$ cat src/rtl/fibo_req_arbiter.sv
// fibo_req_arbiter: round-robin sharing of one Fibonacci calculator among NUM_REQ requesters.
// Define FIBO_ARB_TIMEOUT_EN to add a WAIT watchdog (TIMEOUT_CYC) and the sticky timeout_seen output.
module fibo_req_arbiter #(
  parameter int NUM_REQ = 4,
  parameter int IDX_W   = 5,
  parameter int DATA_W  = 16,
  parameter int MAX_IDX = 24
`ifdef FIBO_ARB_TIMEOUT_EN
  ,
  parameter int TIMEOUT_CYC = 64
`endif
) (
  input  logic                     clk,
  input  logic                     reset_n,
  input  logic [NUM_REQ-1:0]       req,
  input  logic [NUM_REQ*IDX_W-1:0] req_idx,
  output logic [NUM_REQ-1:0]       ack,
  output logic [NUM_REQ-1:0]       err,
  output logic [DATA_W-1:0]        result,
  output logic                     busy,
  output logic [IDX_W-1:0]         calc_input_s,
  output logic                     calc_begin,
  input  logic                     calc_done,
  input  logic [DATA_W-1:0]        calc_fibo_out
`ifdef FIBO_ARB_TIMEOUT_EN
  ,
  output logic                     timeout_seen
`endif
);
  localparam int GW = (NUM_REQ > 1) ? $clog2(NUM_REQ) : 1;
  localparam logic [IDX_W:0] MAX_V = (IDX_W+1)'(MAX_IDX);
  typedef enum logic [1:0] {IDLE, LAUNCH, WAIT, RESP} state_t;
  state_t state_q, state_d;
  logic [GW-1:0] g_q, g_d, rr_q, rr_d, pick, c;
  logic hold_q, hold_d, found, illegal;
  logic [IDX_W-1:0] pick_idx, in_q, in_d;
  logic [NUM_REQ-1:0] ack_q, ack_d, err_q, err_d, g_hot, pick_hot;
  logic [DATA_W-1:0] res_q, res_d;
  logic busy_q, busy_d, begin_q, begin_d;
`ifdef FIBO_ARB_TIMEOUT_EN
  localparam int CW = $clog2(TIMEOUT_CYC + 1);
  logic [CW-1:0] cnt_q, cnt_d;
  logic to_q, to_d;
  assign timeout_seen = to_q;
`endif
  assign ack = ack_q;
  assign err = err_q;
  assign result = res_q;
  assign busy = busy_q;
  assign calc_input_s = in_q;
  assign calc_begin = begin_q;
  // Scan downward so the nearest requester after rr (with wrap) wins.
  always_comb begin
    found = 1'b0;
    pick = rr_q;
    c = rr_q;
    for (int k = NUM_REQ; k >= 1; k--) begin
      c = GW'((int'(rr_q) + k) % NUM_REQ);
      if (req[c]) begin
        found = 1'b1;
        pick = c;
      end
    end
  end
  assign pick_idx = req_idx[int'(pick)*IDX_W +: IDX_W];
  assign illegal = {1'b0, pick_idx} > MAX_V;
  assign g_hot = NUM_REQ'(1) << g_q;
  assign pick_hot = NUM_REQ'(1) << pick;
  always_comb begin
    state_d = state_q;
    g_d = g_q;
    rr_d = rr_q;
    hold_d = 1'b0;
    in_d = in_q;
    ack_d = '0;
    err_d = '0;
    res_d = res_q;
    begin_d = 1'b0;
`ifdef FIBO_ARB_TIMEOUT_EN
    cnt_d = '0;
    to_d = to_q;
`endif
    case (state_q)
      IDLE: if (found && !hold_q) begin
        g_d = pick;
        if (illegal) begin
          state_d = RESP;
          ack_d = pick_hot;
          err_d = pick_hot;
          res_d = '0;
        end else begin
          state_d = LAUNCH;
          in_d = pick_idx;
          begin_d = 1'b1;
        end
      end
      LAUNCH: state_d = WAIT;
      WAIT: if (calc_done) begin
        state_d = RESP;
        ack_d = g_hot;
        res_d = calc_fibo_out;
      end
`ifdef FIBO_ARB_TIMEOUT_EN
      else if (cnt_q == CW'(TIMEOUT_CYC - 1)) begin
        state_d = RESP;
        ack_d = g_hot;
        err_d = g_hot;
        res_d = '0;
        to_d = 1'b1;
      end else cnt_d = cnt_q + 1'b1;
`endif
      default: begin
        state_d = IDLE;
        rr_d = g_q;
        hold_d = 1'b1;
      end
    endcase
    busy_d = state_d != IDLE;
  end
  always_ff @(posedge clk or negedge reset_n) begin
    if (!reset_n) begin
      state_q <= IDLE;
      g_q <= '0;
      rr_q <= GW'(NUM_REQ - 1);
      hold_q <= 1'b0;
      in_q <= '0;
      ack_q <= '0;
      err_q <= '0;
      res_q <= '0;
      busy_q <= 1'b0;
      begin_q <= 1'b0;
`ifdef FIBO_ARB_TIMEOUT_EN
      cnt_q <= '0;
      to_q <= 1'b0;
`endif
    end else begin
      state_q <= state_d;
      g_q <= g_d;
      rr_q <= rr_d;
      hold_q <= hold_d;
      in_q <= in_d;
      ack_q <= ack_d;
      err_q <= err_d;
      res_q <= res_d;
      busy_q <= busy_d;
      begin_q <= begin_d;
`ifdef FIBO_ARB_TIMEOUT_EN
      cnt_q <= cnt_d;
      to_q <= to_d;
`endif
    end
  end
endmodule

$ cat config.mk
export PLATFORM = sky130hd
export DESIGN_NAME = fibo_req_arbiter
export DESIGN_NICKNAME = d
export VERILOG_FILES = /design/src/rtl/fibo_req_arbiter.sv
export SDC_FILE = /design/constraint.sdc
export NUM_CORES = 1
export LEC_CHECK = 0
export CAP_MARGIN = 20
export CORE_MARGIN = 2
export CORE_UTILIZATION = 44
export DETAILED_ROUTE_END_ITERATION = 7
export PLACE_DENSITY = 0.85
export SLEW_MARGIN = 25
export SYNTH_ARGS = -nofsm -noshare
export SYNTH_HDL_FRONTEND = slang
export SYNTH_SLANG_ARGS = --single-unit
$ cat constraint.sdc
create_clock -name clk -period 3.5 [get_ports clk]
set_clock_uncertainty 0.1 [all_clocks]
set_input_delay 0.7 -clock clk [delete_from_list [all_inputs] [get_ports clk]]
set_output_delay 0.7 -clock clk [all_outputs]
set_load 0.02 [all_outputs]
==> results of run 1 <==
metrics by stage:
stage | instances | hold WS [ns] | total power, µW | instance area (µm²) | worst slack [ns]
floorplan | 212 | 0.304 | 1490 | 1940 | 0.801
global placement | 330 | 0.380 | 1920 | 2700 | 0.128
detailed placement | 330 | 0.395 | 1950 | 2700 | 0.0943
CTS | 338 | 0.412 | 2260 | 2790 | 0.387
global route | 338 | 0.418 | 2420 | 2790 | 0.172
finish | 338 | 0.405 | 2250 | 2790 | 0.377
path summary, 6_finish.rpt:
kind	from	end	slack (ns)	depth (start not counted)
worst max register to register	rr_q[1]	result[3]	0.83	9
min in group clk	calc_input_s[2]	calc_input_s[2]	0.41	1
worst min register to register	calc_input_s[2]	calc_input_s[2]	0.41	1
worst min-delay path	reset_n	ack[0]	0.41	1
max in group asynchronous	reset_n	g_q[0]	2.38	1
worst max-delay path	req[3]	calc_input_s[0]	0.38	8
state kept, by name, indices dropped and copies added, names as in the netlist:
name          cells
calc_input_s      5
g_q               2
result           16
err               4
calc_begin        1
rr_q              2
ack               4
state_q           2
busy              1
hold_q            1
power by group:
part | internal (µW) | switching, µW | leakage, µW | total [µW]
logic | 547 | 652 | 0.000698 | 1200
registers | 624 | 120 | 0.000476 | 744
clock network | 158 | 145 | 0.0000472 | 303
total | 1330 | 917 | 0.00122 | 2250
per-layer routing:
| metal | vias to the layer above | routed length, µm | part of all wire | GRT usage |
|---|---|---|---|---|
| met2 | 46 | 2240 | 0.49 | 0.320 |
| met1 | 833 | 2110 | 0.46 | 0.267 |
| met4 | 0 | 87 | 0.019 | 0.0620 |
| met5 | - | 0 | 0 | 0 |
| li1 | 877 | - | - | - |
| met3 | 9 | 167 | 0.036 | 0.0404 |
cells in the mapped netlist, drive strengths merged:
cell     number
a211o         1
a211oi        9
a21o          2
a21oi        26
a221oi        1
a22o          1
a31o          1
a32oi         9
and2          2
and3          2
and3b         1
buf           7
clkbuf        5
dfrtp        36
dfstp         2
inv          17
mux2          1
mux2i         4
nand2        42
nand2b        3
nand3         2
nand3b        1
nor2         14
nor2b         3
nor3          4
o211ai        1
o21a          2
o21ai         7
o22ai         1
o2bb2ai       1
o32a          2
or2           1
or3           1
cell type report:
| cell class | instances | area (µm²) | share of cell area |
|---|---|---|---|
| Sequential cell | 38 | 953 | 0.341 |
| Inverter | 17 | 63.8 | 0.0228 |
| Tap cell | 52 | 65.1 | 0.0233 |
| Clock inverter | 2 | 12.5 | 0.00448 |
| Multi-Input combinational cell | 145 | 852 | 0.305 |
| Clock buffer | 6 | 82.6 | 0.0296 |
| Timing Repair Buffer | 78 | 763 | 0.273 |
cell families after synthesis:
kind of cell	synth area share
simple gates	0.179
mux	0.0265
buf+inv	0.0716
flops	0.492
compound gates	0.232
==> metrics.txt, run 1 <==
worst slew pin tran 0.811 ns; Final setup viols 0; H-tree depth 2; Post-CTS Hold Fix Bufs 0; Final Cycle Share 0.892; Ports 74; Rows 24; first-pass GRT wire length 7.88 mm; Cell variety after synth 42; root buf cell clkbuf_8; Final Core Density 0.650; post-CTS sizing 0; Port Buffer Count 73; Die X 70.4 µm; Setup CP Type primary input to flop; initial antenna violation count 0; GRT overflow 0; Mapped Avg Cell Area 9.15 µm²; Max Slew Vio Count 0; fmax 320 MHz; CP required 3.57 ns; DRT iter0 DRCs 120; antenna diode count 0; layout cells sized above 1 0.0909; Reg clk slew, reported paths 0.07 ns; cts bufs inserted 5; Final Wtd Congestion 0.771; largest net degree at the start of global routing 39; fill cell count 341; Die Area 4950 µm²; Final Hold Fails 0; Mapped Area 1940 µm²; CP peak stage delay 0.64 ns; register bit total from synthesis 38; DRT Pass-1 Iters 4; Die Height 70.4 µm; Pleak 0.00122 µW; vias in the first global route 1719; RSZ-0062 raised after global routing false; post-DP HPWL 3.42 mm; per-cell routed wire length 13.6 µm; CTS tree built; VDD IR max 0.395 mV; final antenna-violating net count 0; sequential share of the synthesized area 0.492; worst path cell trace clkdlybuf4s50_1 -> nor2_1 -> o32a_1 -> and3_1 -> a211o_1 -> a211oi_2 -> o21ai_1 -> a22o_1; Worst setup SP type primary input; clock tree buffer depth 2; Synth area leaders dfrtp_1 (46%), nand2_1 (7.9%), a21oi_1 (6.7%); GR Util All Layers 0.198; Slew HR 0.459; Clock Latency Late Sink 0.28 ns; synthesis-to-layout area growth 44.0%; crit path DAT 3.19 ns; max-cap viol count 0; Initial Util 0.452; Sum Neg Setup Slack 0 ns; most frequent cells in the layout clkdlybuf4s50_1 (72), nand2_1 (41), dfrtp_1 (36); Post-Syn Nets 255; crit path buf inv count 1; crit end category flop; Residual DRC 0; commonest non-fill, non-tap cell in the layout clkdlybuf4s50_1; Ys Warns 0; PwrDens 804 nW/µm²; crit path time final 3.12 ns; status completed; Synth top area share 0.465; final wirelength 4.60 mm; DR vias/cell 5.22; Core Area 4290 µm²; DR vias 1765; nets 328; post-synth top area cell dfrtp_1; Post-Synthesis Cells 212; Post-CTS Setup Inserts 0; crit-path leading delay family compound AO/OA/AOI/OAI gates; worst-path maximum fanout 10; Min-Delay Path Class primary input to asynchronous set/reset pin; TritonCTS Sinks 38; Max stage delay cell, worst path clkdlybuf4s50_1
No activity file was read; power rests on OpenSTA's default activity.
==> run 2, diff against run 1 <==
==> constraint.sdc (replaced) <==
create_clock -name clk -period 3.5 [get_ports clk]
set_clock_uncertainty 0.1 [all_clocks]
set_input_delay 0.525 -clock clk [delete_from_list [all_inputs] [get_ports clk]]
set_output_delay 0.525 -clock clk [all_outputs]
set_load 0.02 [all_outputs]
==> run 2 against run 1 <==
  * Worst hold slack worse by 0.18 ns
  * Register-to-register slack got worse by 0.03 ns
  * Routed wire length rose by 1.2%
  * Non-clock buffer count is the same
  * Sequential power about the same
  * Die area unchanged
  * Combinational power about the same
  * Fmax rose by 5.2%
  * Clock power rose by 22%
  * Critical path depth grew 2
  * Sequential cell count is the same
  * Critical path type unchanged
  * Largest power group unchanged
==> metrics.txt, run 2 (same netlist as run 1, synthesis figures left out) <==
worst slew pin tran 0.812 ns (was 0.811 ns); Residual DRC 0 (unchanged); GRT overflow 0 (unchanged); Post-CTS Setup Inserts 0 (unchanged); Slew HR 0.459 (about the same); post-CTS sizing 0 (unchanged); GR Util All Layers 0.198 (about the same); DR vias/cell 5.30 (was 5.22); cts bufs inserted 5 (unchanged); synthesis-to-layout area growth 44.9% (was 44.0%); Reg clk slew, reported paths 0.07 ns (about the same); Setup CP Type primary input to flop (unchanged); Die X 70.4 µm (unchanged); initial antenna violation count 0 (unchanged); final wirelength 4.66 mm (was 4.60 mm); Clock Latency Late Sink 0.29 ns (was 0.28 ns); crit path time final 2.97 ns (was 3.12 ns); Initial Util 0.452 (unchanged); VDD IR max 0.486 mV (was 0.395 mV); DRT iter0 DRCs 113 (was 120); RSZ-0062 raised after global routing false (unchanged); post-DP HPWL 3.42 mm (about the same); number of flip-flops in the largest register 16 (unchanged); nets 328 (unchanged); crit end category flop (unchanged); Sum Neg Setup Slack 0 ns (unchanged); layout cells sized above 1 0.0877 (was 0.0909); fmax 337 MHz (was 320 MHz); Final Wtd Congestion 0.785 (was 0.771); Final setup viols 0 (unchanged); max-cap viol count 0 (unchanged); commonest non-fill, non-tap cell in the layout clkdlybuf4s50_1 (unchanged); Die Area 4950 µm² (unchanged); Final Cycle Share 0.849 (was 0.892); Pleak 0.00123 µW (was 0.00122 µW); DRT Pass-1 Iters 4 (unchanged); Worst setup SP type primary input (unchanged); first-pass GRT wire length 7.80 mm (was 7.88 mm); vias in the first global route 1699 (was 1719); CTS tree built (unchanged); antenna diode count 0 (unchanged); Min-Delay Path Class primary input to asynchronous set/reset pin (unchanged); largest net degree at the start of global routing 39 (unchanged); crit path DAT 3.10 ns (was 3.19 ns); Final Hold Fails 0 (unchanged); PwrDens 826 nW/µm² (was 804 nW/µm²); Ports 74 (unchanged); Core Area 4290 µm² (unchanged); Max Slew Vio Count 0 (unchanged); H-tree depth 2 (unchanged); clock tree buffer depth 2 (unchanged); status completed (unchanged); post-route cell area 2810 µm² (was 2790 µm²); Post-CTS Hold Fix Bufs 0 (unchanged); DR vias 1785 (was 1765); most frequent cells in the layout clkdlybuf4s50_1 (72), nand2_1 (41), dfrtp_1 (36) (unchanged); worst-path maximum fanout 18 (was 10); Final Core Density 0.654 (was 0.650); final antenna-violating net count 0 (unchanged); root buf cell clkbuf_8 (unchanged); TritonCTS Sinks 38 (unchanged); Port Buffer Count 73 (unchanged); fill cell count 338 (was 341); CP required 3.63 ns (was 3.57 ns); Rows 24 (unchanged); Die Height 70.4 µm (unchanged); dpl cell area 2700 µm² (unchanged); per-cell routed wire length 13.8 µm (was 13.6 µm)
==> run 2: cell types whose count changed in the layout (fill, tap and decap cells not counted) <==
| cell | change |
|---|---|
| bufinv_16 | +1 |
| clkinvlp_4 | -1 |
| clkinv_2 | -1 |
==> run 2: through the flow <==
stage               cells  power (µW)  hold WS (ns)  setup WS (ns)
finish                337        2320         0.224          0.530
global route          337        2480         0.298          0.258
CTS                   337        2330         0.257          0.526
detailed placement    330        1950         0.391          0.259
global placement      330        1920         0.376          0.336
floorplan             212        1490         0.129          0.976
==> run 2: layer usage <==
layer  part of all wire  wire [µm]  track usage
met3              0.032        147       0.0390
met1               0.45       2080        0.261
met4              0.015         68       0.0684
met2               0.51       2370        0.325
met5                  0          0            0
==> run 2: area by class of cell <==
class,count,area [µm²],area share
Timing Repair Buffer,78,763,0.272
Inverter,17,63.8,0.0227
Clock buffer,6,82.6,0.0294
Sequential cell,38,953,0.339
Tap cell,52,65.1,0.0232
Multi-Input combinational cell,145,852,0.303
Clock inverter,1,30.0,0.0107
==> run 2: path summary, 6_finish.rpt <==
check | depth (start not counted) | slack [ns] | end | start
max in group asynchronous | 1 | 2.56 | err[3] | reset_n
worst max-delay path | 10 | 0.53 | err[1] | req[3]
worst max register to register | 9 | 0.80 | err[1] | rr_q[1]
min in group clk | 1 | 0.41 | calc_input_s[1] | calc_input_s[1]
worst min-delay path | 1 | 0.22 | result[15] | reset_n
worst min register to register | 1 | 0.41 | calc_input_s[1] | calc_input_s[1]
==> run 2: worst max-delay path, stage by stage <==
cell             delay [ns]
clkdlybuf4s50_1        0.56
nand2_2                0.25
a21oi_1                0.11
a221oi_2               0.47
buf_4                  0.26
a211o_1                0.16
a211oi_2               0.10
nor3_2                 0.24
buf_4                  0.27
and2_1                 0.16
==> run 2: power breakdown <==
| part | leakage, µW | internal, µW | switching, µW |
|---|---|---|---|
| sequential | 0.000476 | 624 | 121 |
| combinational | 0.000698 | 548 | 658 |
| clock | 0.0000573 | 228 | 143 |
==> run 3, diff against run 2 <==
CORE_UTILIZATION = 40   (was 44)
PLACE_DENSITY = 0.82   (was 0.85)
clock period = 2.7 ns   (was 3.5 ns; I/O delays follow)
==> run 3 against run 2 <==
  * Design area up 6.5%
  * Die area is 9.4% higher
  * Worst hold slack lost 0.11 ns
  * Critical path depth stayed put
  * Sequential cell count did not move
  * Combinational power increased by 50%
  * Total power is 37% higher
  * Register-to-register slack got worse by 0.69 ns
  * Cell count rose by 6.8%
  * Routed wire length is 12% higher
  * Critical endpoint is now calc_input_s[0]
  * Largest power group unchanged
  * Highest routed layer unchanged
==> metrics.txt, run 3 (same netlist as run 1, synthesis figures left out) <==
Slew HR 0.445 (was 0.459); Ports 74 (unchanged); Initial Util 0.413 (was 0.452); crit path DAT 2.69 ns (was 3.10 ns); Final setup viols 0 (unchanged); PwrDens 1060 nW/µm² (was 826 nW/µm²); DR vias/cell 5.24 (was 5.30); root buf cell clkbuf_8 (unchanged); DRT Pass-1 Iters 4 (unchanged); Die Area 5420 µm² (was 4950 µm²); status completed (unchanged); CTS tree built (unchanged); per-cell routed wire length 14.5 µm (was 13.8 µm); fmax 384 MHz; TritonCTS Sinks 38 (unchanged); cts bufs inserted 5 (unchanged); number of flip-flops in the largest register 16 (unchanged); DRT iter0 DRCs 95 (was 113); layout cells sized above 1 0.160 (was 0.0877); worst-path maximum fanout 9 (was 18); crit end category flop (unchanged); antenna diode count 0 (unchanged); VDD IR max 0.728 mV (was 0.486 mV); dpl cell area 2870 µm² (was 2700 µm²); Reg clk slew, reported paths 0.07 ns (about the same); H-tree depth 2 (unchanged); largest net degree at the start of global routing 39 (unchanged); Final Wtd Congestion 0.843 (was 0.785); post-DP HPWL 3.67 mm (was 3.42 mm); vias in the first global route 1792 (was 1699); nets 348 (was 328); commonest non-fill, non-tap cell in the layout clkdlybuf4s50_1 (unchanged); Reg-to-Reg End state_q[1] (was err[1]); Post-CTS Hold Fix Bufs 0 (unchanged); initial antenna violation count 0 (unchanged); CP required 2.78 ns (was 3.63 ns); Rows 25 (was 24); Die X 73.6 µm (was 70.4 µm); Worst setup SP type primary input (unchanged); Port Buffer Count 73 (unchanged); r2r worst-path depth 9 (unchanged); hold slack 0.109 ns (was 0.224 ns); crit path time final 2.60 ns; synthesis-to-layout area growth 54.3% (was 44.9%); Pleak 0.00133 µW (was 0.00123 µW); Clock Latency Late Sink 0.29 ns (about the same); GRT overflow 0 (unchanged); flop-to-flop setup slack 0.11 ns (was 0.80 ns); clock tree buffer depth 2 (unchanged); final antenna-violating net count 0 (unchanged); post-route cell area 2990 µm² (was 2810 µm²); Min-Delay Path Class primary input to asynchronous set/reset pin (unchanged); most frequent cells in the layout clkdlybuf4s50_1 (72), nand2_1 (41), dfrtp_1 (36) (unchanged); origin of the critical flop-to-flop path rr_q[1] (unchanged); worst slew pin tran 0.833 ns (was 0.812 ns); Setup CP Type primary input to flop (unchanged); RSZ-0062 raised after global routing true (was false); Max Slew Vio Count 0 (unchanged); final wirelength 5.24 mm (was 4.66 mm); Core Area 4690 µm² (was 4290 µm²); Residual DRC 0 (unchanged); Final Hold Fails 0 (unchanged); GR Util All Layers 0.193 (was 0.198); first-pass GRT wire length 8.03 mm (was 7.80 mm); Final Cycle Share 0.964; DR vias 1886 (was 1785); max-cap viol count 0 (unchanged); Die Height 73.6 µm (was 70.4 µm)
==> run 3: layer usage <==
layer,up-vias,routed length (µm),track usage
li1,918,-,-
met1,898,2210,0.250
met2,58,2650,0.309
met3,12,262,0.0549
met4,0,104,0.0667
met5,-,0,0
==> run 3: final cells by class <==
type	count	area (µm²)
fillers	380	1700
flip-flops and latches	38	953
repair buffers	98	938
multi-input cells	145	878
clock buffers	7	86.3
well taps	54	67.6
inverters	17	63.8
clock inverters	1	5.00
==> run 3: worst max path at each step <==
stage	from	endpoint	slack, ns
3_3_place_gp	req[3]	calc_input_s[0]	-0.19
2_1_floorplan	rr_q[1]	result[0]	0.25
6_report	req[3]	calc_input_s[0]	0.1
5_1_grt	rr_q[1]	result[6]	-0.02
4_1_cts	req[3]	calc_input_s[0]	0.06
3_5_place_dp	req[3]	calc_input_s[0]	-0.34
==> run 3: what timing repair did <==
| action | in CTS | in global routing |
|---|---|---|
| hold endpoints to repair | 0 | 0 |
| resized for setup | 2 | 4 |
| setup buffers | 0 | 1 |
| pin swaps | 0 | 2 |
| endpoints found under the setup margin | 1 | 22 |
==> run 3: power by group <==
part | leakage [µW] | switching (µW) | internal [µW]
sequential | 0.000476 | 163 | 809
combinational | 0.000805 | 936 | 876
clock | 0.0000482 | 192 | 206
total | 0.00133 | 1290 | 1890
==> run 3: stage by stage <==
step / cells / total power, µW / setup slack [ns] / utilization / TNS [ns]
floorplan: 212 / 1930 / 0.252 / - / 0
global placement: 351 / 2660 / -0.190 / 0.611 / -3.56
detailed placement: 351 / 2710 / -0.335 / 0.611 / -6.98
CTS: 359 / 3120 / 0.0568 / 0.633 / 0
global route: 360 / 3400 / -0.0165 / 0.638 / -0.0872
finish: 360 / 3180 / 0.0970 / 0.638 / 0
==> run 3: worst max-delay path: stages <==
cell and delay, ns:
clkdlybuf4s50_1 0.53, buf_4 0.20, nor3_4 0.38, a21oi_1 0.14, nand3_1 0.14, o211ai_1 0.14, a211oi_2 0.24, buf_4 0.17
o21ai_2 0.09, a22o_1 0.25
